<file path="src/rtl/game_timer_ctrl_if.sv">
// Command/status bundle between the game logic and the round timer.
// The warn status line is present only when TIMER_WARN_EN is defined.
interface game_timer_ctrl_if #(
  parameter int CNT_W = 8
);
  logic             load;
  logic [CNT_W-1:0] load_val;
  logic             start;
  logic             pause;
  logic             tick;
  logic [CNT_W-1:0] remaining;
  logic             running;
  logic             expired;
  logic [1:0]       state;
`ifdef TIMER_WARN_EN
  logic             warn;
`endif

  // Game logic side: issues commands, observes timer status.
  modport master (
    output load, load_val, start, pause,
`ifdef TIMER_WARN_EN
    input  warn,
`endif
    input  tick, remaining, running, expired, state
  );

  // Timer side: accepts commands, drives status.
  modport slave (
    input  load, load_val, start, pause,
`ifdef TIMER_WARN_EN
    output warn,
`endif
    output tick, remaining, running, expired, state
  );
endinterface

</file>
<file path="src/rtl/game_timer_ctrl.sv">
// Countdown round timer with an internal clock-enable prescaler.
// tick is an enable pulse on clk, never a derived clock.
// Optional feature macro: TIMER_WARN_EN adds the registered low-time warn flag.
module game_timer_ctrl #(
  parameter int TICK_DIV = 50000000,
  parameter int CNT_W    = 8,
  parameter int WARN_TH  = 5
) (
  input logic               clk,
  input logic               reset,
  game_timer_ctrl_if.slave  bus
);

  localparam int PW = (TICK_DIV > 2) ? $clog2(TICK_DIV) : 1;
  localparam logic [PW-1:0] DIV_LAST = PW'(TICK_DIV - 1);

  localparam logic [1:0] IDLE  = 2'b00;
  localparam logic [1:0] RUN   = 2'b01;
  localparam logic [1:0] PAUSE = 2'b10;
  localparam logic [1:0] DONE  = 2'b11;

  logic [1:0]       stateReg, stateNext;
  logic [PW-1:0]    prescReg, prescNext;
  logic [CNT_W-1:0] remReg, remNext;
  logic             tickReg, tickNext;
  logic             expReg, expNext;
  logic             runReg;

  // Next-state decode; load outranks pause, pause outranks start, and a pause
  // landing on the wrap cycle suppresses the tick while the prescaler holds.
  always_comb begin
    stateNext = stateReg;
    prescNext = prescReg;
    remNext   = remReg;
    tickNext  = 1'b0;
    expNext   = 1'b0;
    if (bus.load) begin
      remNext   = bus.load_val;
      prescNext = '0;
      stateNext = IDLE;
    end else begin
      case (stateReg)
        IDLE: begin
          if (bus.start && (remReg != '0)) begin
            stateNext = RUN;
            prescNext = '0;
          end
        end
        RUN: begin
          if (bus.pause) begin
            stateNext = PAUSE;
          end else if (prescReg == DIV_LAST) begin
            prescNext = '0;
            tickNext  = 1'b1;
            if (remReg != '0) begin
              remNext = remReg - 1'b1;
            end
            if (remReg == CNT_W'(1)) begin
              stateNext = DONE;
              expNext   = 1'b1;
            end
          end else begin
            prescNext = prescReg + 1'b1;
          end
        end
        PAUSE: begin
          if (bus.start) begin
            stateNext = RUN;
          end
        end
        default: begin
          remNext = '0;
        end
      endcase
    end
  end

  // Register all state and status so every output is glitch-free.
  always_ff @(posedge clk) begin
    if (reset) begin
      stateReg <= IDLE;
      prescReg <= '0;
      remReg   <= '0;
      tickReg  <= 1'b0;
      expReg   <= 1'b0;
      runReg   <= 1'b0;
    end else begin
      stateReg <= stateNext;
      prescReg <= prescNext;
      remReg   <= remNext;
      tickReg  <= tickNext;
      expReg   <= expNext;
      runReg   <= (stateNext == RUN);
    end
  end

`ifdef TIMER_WARN_EN
  logic warnReg;

  // Warn while running with few ticks left, tracking the same cycle remaining changes.
  always_ff @(posedge clk) begin
    if (reset) begin
      warnReg <= 1'b0;
    end else begin
      warnReg <= (stateNext == RUN) && (remNext <= CNT_W'(WARN_TH)) && (remNext != '0);
    end
  end

  assign bus.warn = warnReg;
`endif

  assign bus.state     = stateReg;
  assign bus.remaining = remReg;
  assign bus.tick      = tickReg;
  assign bus.expired   = expReg;
  assign bus.running   = runReg;

endmodule

</file>
<file path="src/flat_wrapper.sv">
// flat-port wrapper written by rule: the top's interface ports become plain ports
module game_timer_ctrl_flat 
#(
  parameter int TICK_DIV = 50000000,
  parameter int CNT_W    = 8,
  parameter int WARN_TH  = 5
)
  (clk, reset, bus_load, bus_load_val, bus_start, bus_pause, bus_tick, bus_remaining, bus_running, bus_expired, bus_state);
  game_timer_ctrl_if #(.CNT_W(CNT_W)) bus_i ();
  input logic clk;
  input logic reset;
  input wire logic [$bits(bus_i.load)-1:0] bus_load;
  input wire logic [$bits(bus_i.load_val)-1:0] bus_load_val;
  input wire logic [$bits(bus_i.start)-1:0] bus_start;
  input wire logic [$bits(bus_i.pause)-1:0] bus_pause;
  output wire logic [$bits(bus_i.tick)-1:0] bus_tick;
  output wire logic [$bits(bus_i.remaining)-1:0] bus_remaining;
  output wire logic [$bits(bus_i.running)-1:0] bus_running;
  output wire logic [$bits(bus_i.expired)-1:0] bus_expired;
  output wire logic [$bits(bus_i.state)-1:0] bus_state;
  assign bus_i.load = bus_load;
  assign bus_i.load_val = bus_load_val;
  assign bus_i.start = bus_start;
  assign bus_i.pause = bus_pause;
  assign bus_tick = bus_i.tick;
  assign bus_remaining = bus_i.remaining;
  assign bus_running = bus_i.running;
  assign bus_expired = bus_i.expired;
  assign bus_state = bus_i.state;
  game_timer_ctrl #(.TICK_DIV(TICK_DIV), .CNT_W(CNT_W), .WARN_TH(WARN_TH)) u_core (.clk(clk), .reset(reset), .bus(bus_i));
endmodule
</file>
<file path="config.mk">
export PLATFORM = sky130hd
export DESIGN_NAME = game_timer_ctrl_flat
export DESIGN_NICKNAME = d
export VERILOG_FILES = /design/src/rtl/game_timer_ctrl_if.sv /design/src/rtl/game_timer_ctrl.sv /design/src/flat_wrapper.sv
export SDC_FILE = /design/constraint.sdc
export NUM_CORES = 1
export LEC_CHECK = 0
export ABC_CLOCK_PERIOD_IN_PS = 4660
export CORE_UTILIZATION = 55
export CTS_BUF_LIST = sky130_fd_sc_hd__clkbuf_2
export CTS_CLUSTER_DIAMETER = 100
export DETAILED_ROUTE_END_ITERATION = 8
export GPL_TIMING_DRIVEN = 0
export PLACE_DENSITY = 0.78
export SLEW_MARGIN = 20
export SYNTH_ARGS = -nofsm -noshare
export SYNTH_HDL_FRONTEND = slang
export SYNTH_SLANG_ARGS = --single-unit
</file>
<file path="constraint.sdc">
create_clock -name clk -period 4.66 [get_ports clk]
set_clock_uncertainty 0.2 [all_clocks]
set_input_delay 0.932 -clock clk [delete_from_list [all_inputs] [get_ports clk]]
set_output_delay 0.932 -clock clk [all_outputs]
set_load 0.05 [all_outputs]
</file>
* Yosys cells after proc, flatten, opt, wreduce, memory -nomap -nowiden
Index checks and enable logic that the tools add are counted.
Cells by class: add/subtract/negate cells 2, equality and inequality tests 11, mux-type cells 18, bitwise gates (word level) 2, reductions and logical operators 10
Operators by type and width (count):
- 2-to-1 mux 26 bit | 3
- case mux 26 bit (2 select lines) | 1
- 2-to-1 mux 8 bit | 4
- adder 26 x 1 -> 26 bit, second input constant | 1
- equality test 26 bit, second input constant | 1
- case mux 8 bit (2 select lines) | 1
- 2-to-1 mux 2 bit | 6
- equality test 8 x 1 -> 1 bit, second input constant | 1
- nonzero test 8 bit | 1
- subtractor 8 x 1 -> 8 bit, second input constant | 1
- inequality test 3 x 2 -> 1 bit, second input constant | 2
- case mux 2 bit (3 select lines) | 1
- OR reduction 5 bit | 1
- equality test 2 x 1 -> 1 bit, second input constant | 2
- inequality test 2 x 1 -> 1 bit, second input constant | 2
- AND reduction 4 bit | 1
- OR reduction 2 bit | 2
- OR reduction 4 bit | 1
- inequality test 3 bit, second input constant | 1
- AND reduction 3 bit | 1
- equality test 2 bit, second input constant | 1
- zero test 2 bit | 1
- 2-to-1 mux 1 bit | 2
- inequality test 2 bit, second input constant | 1
- other kinds (3) | 4
Word-level totals: register bits after elaboration 39, output and inout port bits 13, word-level logic and storage cells 49

* Longest topological paths before layout
word-level depth 7, depth in mapped cells 9

* Worst setup path after synthesis
Ideal clock, no wire load.
path kind flip-flop to flip-flop, start register u_core.remReg[0], in the netlist u_core.bus.remaining[0], end register u_core.prescReg[0], library setup time 0.117 ns, arrival time 2.431 ns, data required time 4.343 ns, slack 1.912 ns, stages on the path, launching flop included 10, path buffers 1, period minus slack after synthesis 2.748 ns, cell sequence dfxtp_1 -> inv_1 -> ha_1 -> nor3b_1 -> a21o_1 -> a21oi_1 -> o21ai_0 -> nand2_1 -> buf_2 -> nor2_1
Between the ends: word-level cells in the longest chain between the ends 4
Ends and longest elaborated chain:
- start: declaration | line game_timer_ctrl.sv:24 | logic [CNT_W-1:0] remReg, remNext;
- start signal: assignment | line game_timer_ctrl.sv:90 | remReg <= remNext;
- nonzero test 8 bit | line game_timer_ctrl.sv:44 | if (bus.start && (remReg != '0)) begin
- logical AND 1 bit | line game_timer_ctrl.sv:44
- inequality test 2 x 1 -> 1 bit (no line)
- AND reduction 3 bit (no line)
- end signal: assignment | line game_timer_ctrl.sv:89 | prescReg <= prescNext;
- end: declaration | line game_timer_ctrl.sv:23 | logic [PW-1:0] prescReg, prescNext;
No other way between the ends. A chain may end at the register's enable or synchronous reset.

* Worst setup path after layout
start register u_core.remReg[0], in the netlist u_core.bus.remaining[0], end output bus_remaining[0]
RTL lines:
- end: declaration | line flat_wrapper.sv:17 | output wire logic [$bits(bus_i.remaining)-1:0] bus_remaining;
No word-level cell between the ends.

==> results.json <==
{
  "synthesized_netlist_net_count": 266,
  "synth-async-reset-ratio": 0,
  "track_usage": 0.255,
  "p_leak_nw": 0.834,
  "fraction_of_final_layout_cells_with_drive_strength_greater_than_1": 0.0747,
  "clock_path_buffers": 2,
  "critical_path.slowest_cell": "clkdlybuf4s50_1",
  "slew_viol_final": 0,
  "highest_clock_rate_ghz": 0.338,
  "setup_viol": 0,
  "fp.dieH_um": 63.3,
  "dr.first_iter.drc_count": 171,
  "reg2reg_depth": 9,
  "arrival_ns": 1.82,
  "worst_path_largest_cell_delay_ns": 0.87,
  "worst_hold_path_type": "register to register",
  "grt_pass1_wl_mm": 8.09,
  "cts.reportedPaths.clkPinSlew_ns": 0.20,
  "num_antenna_cells": 0,
  "critical_path.top_delay_family": "buffers and inverters",
  "row_count": 21,
  "antenna_found_initial": 0,
  "place_hpwl_mm": 3.27,
  "yosysSeqAreaShare": 0.377,
  "cts-hold-fix-buffers": 0,
  "finalHoldWorstSlack_ns": 0.330,
  "mostFrequentLayoutCell": "dfxtp_1",
  "avgViaCountPerCell": 5.69,
  "nature_of_the_critical_path_startpoint": "register",
  "setup.worst_path.start": "u_core.bus.remaining[0]$_SDFFE_PP0P_",
  "grt_setup_unrepaired": "false",
  "synth_cells": 249,
  "clk_latency_ns": 0.41,
  "finalSetupTns_ns": 0,
  "min-delay-start": "u_core.prescReg[13]$_SDFFE_PP0P_",
  "total_cts_buffers": 5,
  "detail-route-antenna-nets": 0,
  "cellPowerDensity_nw_per_um2": 255,
  "timing.hold.worst_endpoint": "u_core.prescReg[13]$_SDFFE_PP0P_",
  "status": "finished clean",
  "route.detailed.wl_per_inst_um": 13.8,
  "design.core.area_um2": 3470,
  "yosys_most_used_dff": "dfxtp_1",
  "vdd.ir_drop.worst_mv": 0.169,
  "postSynthRegisterBits": 39,
  "critical_path.cell_chain": "clkdlybuf4s50_1",
  "dieArea_um2": 4010,
  "initial_util": 0.596,
  "setup.reg_to_reg.worst_slack_ns": 1.88,
  "design.final.nets": 297,
  "cts_tree": "yes",
  "cts_setup_buffers": 0,
  "timing.rr.start": "u_core.bus.remaining[0]$_SDFFE_PP0P_",
  "post-route-period-util": 0.634,
  "tightest_slew_ns": 0.759,
  "reg2reg_to": "u_core.prescReg[23]$_SDFFE_PP0P_",
  "grt_pass1_vias": 1769,
  "data_required_time_at_the_worst_endpoint_ns": 3.53,
  "critPathKind": "register to primary output",
  "placement.io_buffers": 24,
  "critical_path.endpoint_type": "primary output",
  "cts_root_buffer_type": "clkbuf_2",
  "yosysWarnings": 0,
  "first_pass_iters": 4,
  "via_count": 1859,
  "path_max_fanout": 9,
  "power_mw": 0.614,
  "finalWeightedCongestion": 0.850,
  "routed_wirelength_mm": 4.52,
  "synth.cell_area_um2": 2070,
  "post_cts_resize_count": 0,
  "whs_path_depth": 2,
  "distinct_cell_type_count_of_the_synthesized_netlist": 50,
  "clock_sink_count": 39,
  "edff_count_synth": 0,
  "globalRouteOverflowTotal": 0,
  "floorplan.io_pins": 26,
  "die-width_um": 63.3,
  "drc": 0,
  "htreeDepth": 2,
  "avgSynthCellArea_um2": 8.31,
  "hold_viol": 0,
  "cp_num_buf_inv": 1,
  "layout_common_cells": "dfxtp_1, nor2_1, clkdlybuf4s50_1",
  "synthToLayoutAreaGrowth_pct": 16.5,
  "max-cap-violations": 0,
  "max-slew-margin-rel": 0.494,
  "period_minus_slack_ns": 2.95,
  "pin_count_of_the_biggest_net_entering_global_routing": 13
}
power breakdown:
part | switching, mW | internal (mW)
Clock | 0.115 | 0.0382
Sequential | 0.00739 | 0.341
Combinational | 0.0701 | 0.0419
cells in the mapped netlist (all sizes together) (2+ instances only):
master	number	area [um^2]
nand4b	2	17.5
and4	2	17.5
a21oi	12	60.1
a221oi	3	32.5
nor4	6	43.8
nor3b	3	22.5
nand4	6	43.8
a22oi	4	30.0
buf	5	25.0
a21o	4	30.0
nor4b	4	35.0
o21ai	7	35.0
a211oi	4	30.0
nor4bb	2	20.0
ha	4	50.1
nand2	9	33.8
nand2b	4	25.0
nor2b	4	25.0
or2	2	15.0
xnor2	14	123
and3	6	37.5
inv	15	56.3
dfxtp	39	781
nor3	12	60.1
nand3	7	35.0
xor2	7	61.3
clkbuf	8	30.0
nor2	35	131
a31oi	3	18.8
state kept, by name (all words and copies together) (netlist names):
register / cells
u_core.prescReg: 26
u_core.bus.tick: 1
u_core.bus.expired: 1
u_core.bus.running: 1
u_core.bus.state: 2
u_core.bus.remaining: 8
routing by layer:
layer | part of all wire | track usage | wire length (um)
met5 | 0 | 0 | 0
met3 | 0.039 | 0.0761 | 178
met4 | 0.012 | 0.0852 | 55
met2 | 0.44 | 0.380 | 1990
met1 | 0.51 | 0.348 | 2300
per-stage QoR:
step	cells	cell area, um^2	util	setup slack, ns
finish	327	2410	0.694	1.71
CTS	327	2410	0.694	1.72
floorplan	249	2070	-	1.91
global route	327	2410	0.694	1.60
global placement	319	2370	0.682	1.36
detailed placement	319	2370	0.682	1.33
kinds of logic after synthesis:
| group | synth area share |
|---|---|
| and+or+nand+nor | 0.284 |
| AOI/OAI and AO/OA | 0.171 |
| DFF | 0.377 |
| buffers and inverters | 0.0538 |
| xor gates and xnor gates | 0.0889 |
| adders and majority gates | 0.0242 |
layout make-up:
type,count,area [um^2]
plain buffers,13,55.1
clock buffers,6,30.0
clock inverters,2,12.5
fillers,304,1060
inverters,15,56.3
multi-input cells,182,1180
flip-flops and latches,39,781
well taps,46,57.6
repair buffers,24,240
how the worst max path moves through the flow:
stage / depth (start not counted) / to / slack, ns
finish: 1 / bus_remaining[0] / 1.71
global route: 1 / bus_remaining[0] / 1.60
CTS: 1 / bus_remaining[0] / 1.72
detailed placement: 7 / u_core.prescReg[4]$_SDFFE_PP0P_ / 1.33
global placement: 7 / u_core.prescReg[23]$_SDFFE_PP0P_ / 1.36
floorplan: 9 / u_core.prescReg[0]$_SDFFE_PP0P_ / 1.91
Power figures use the tool's default switching activity.
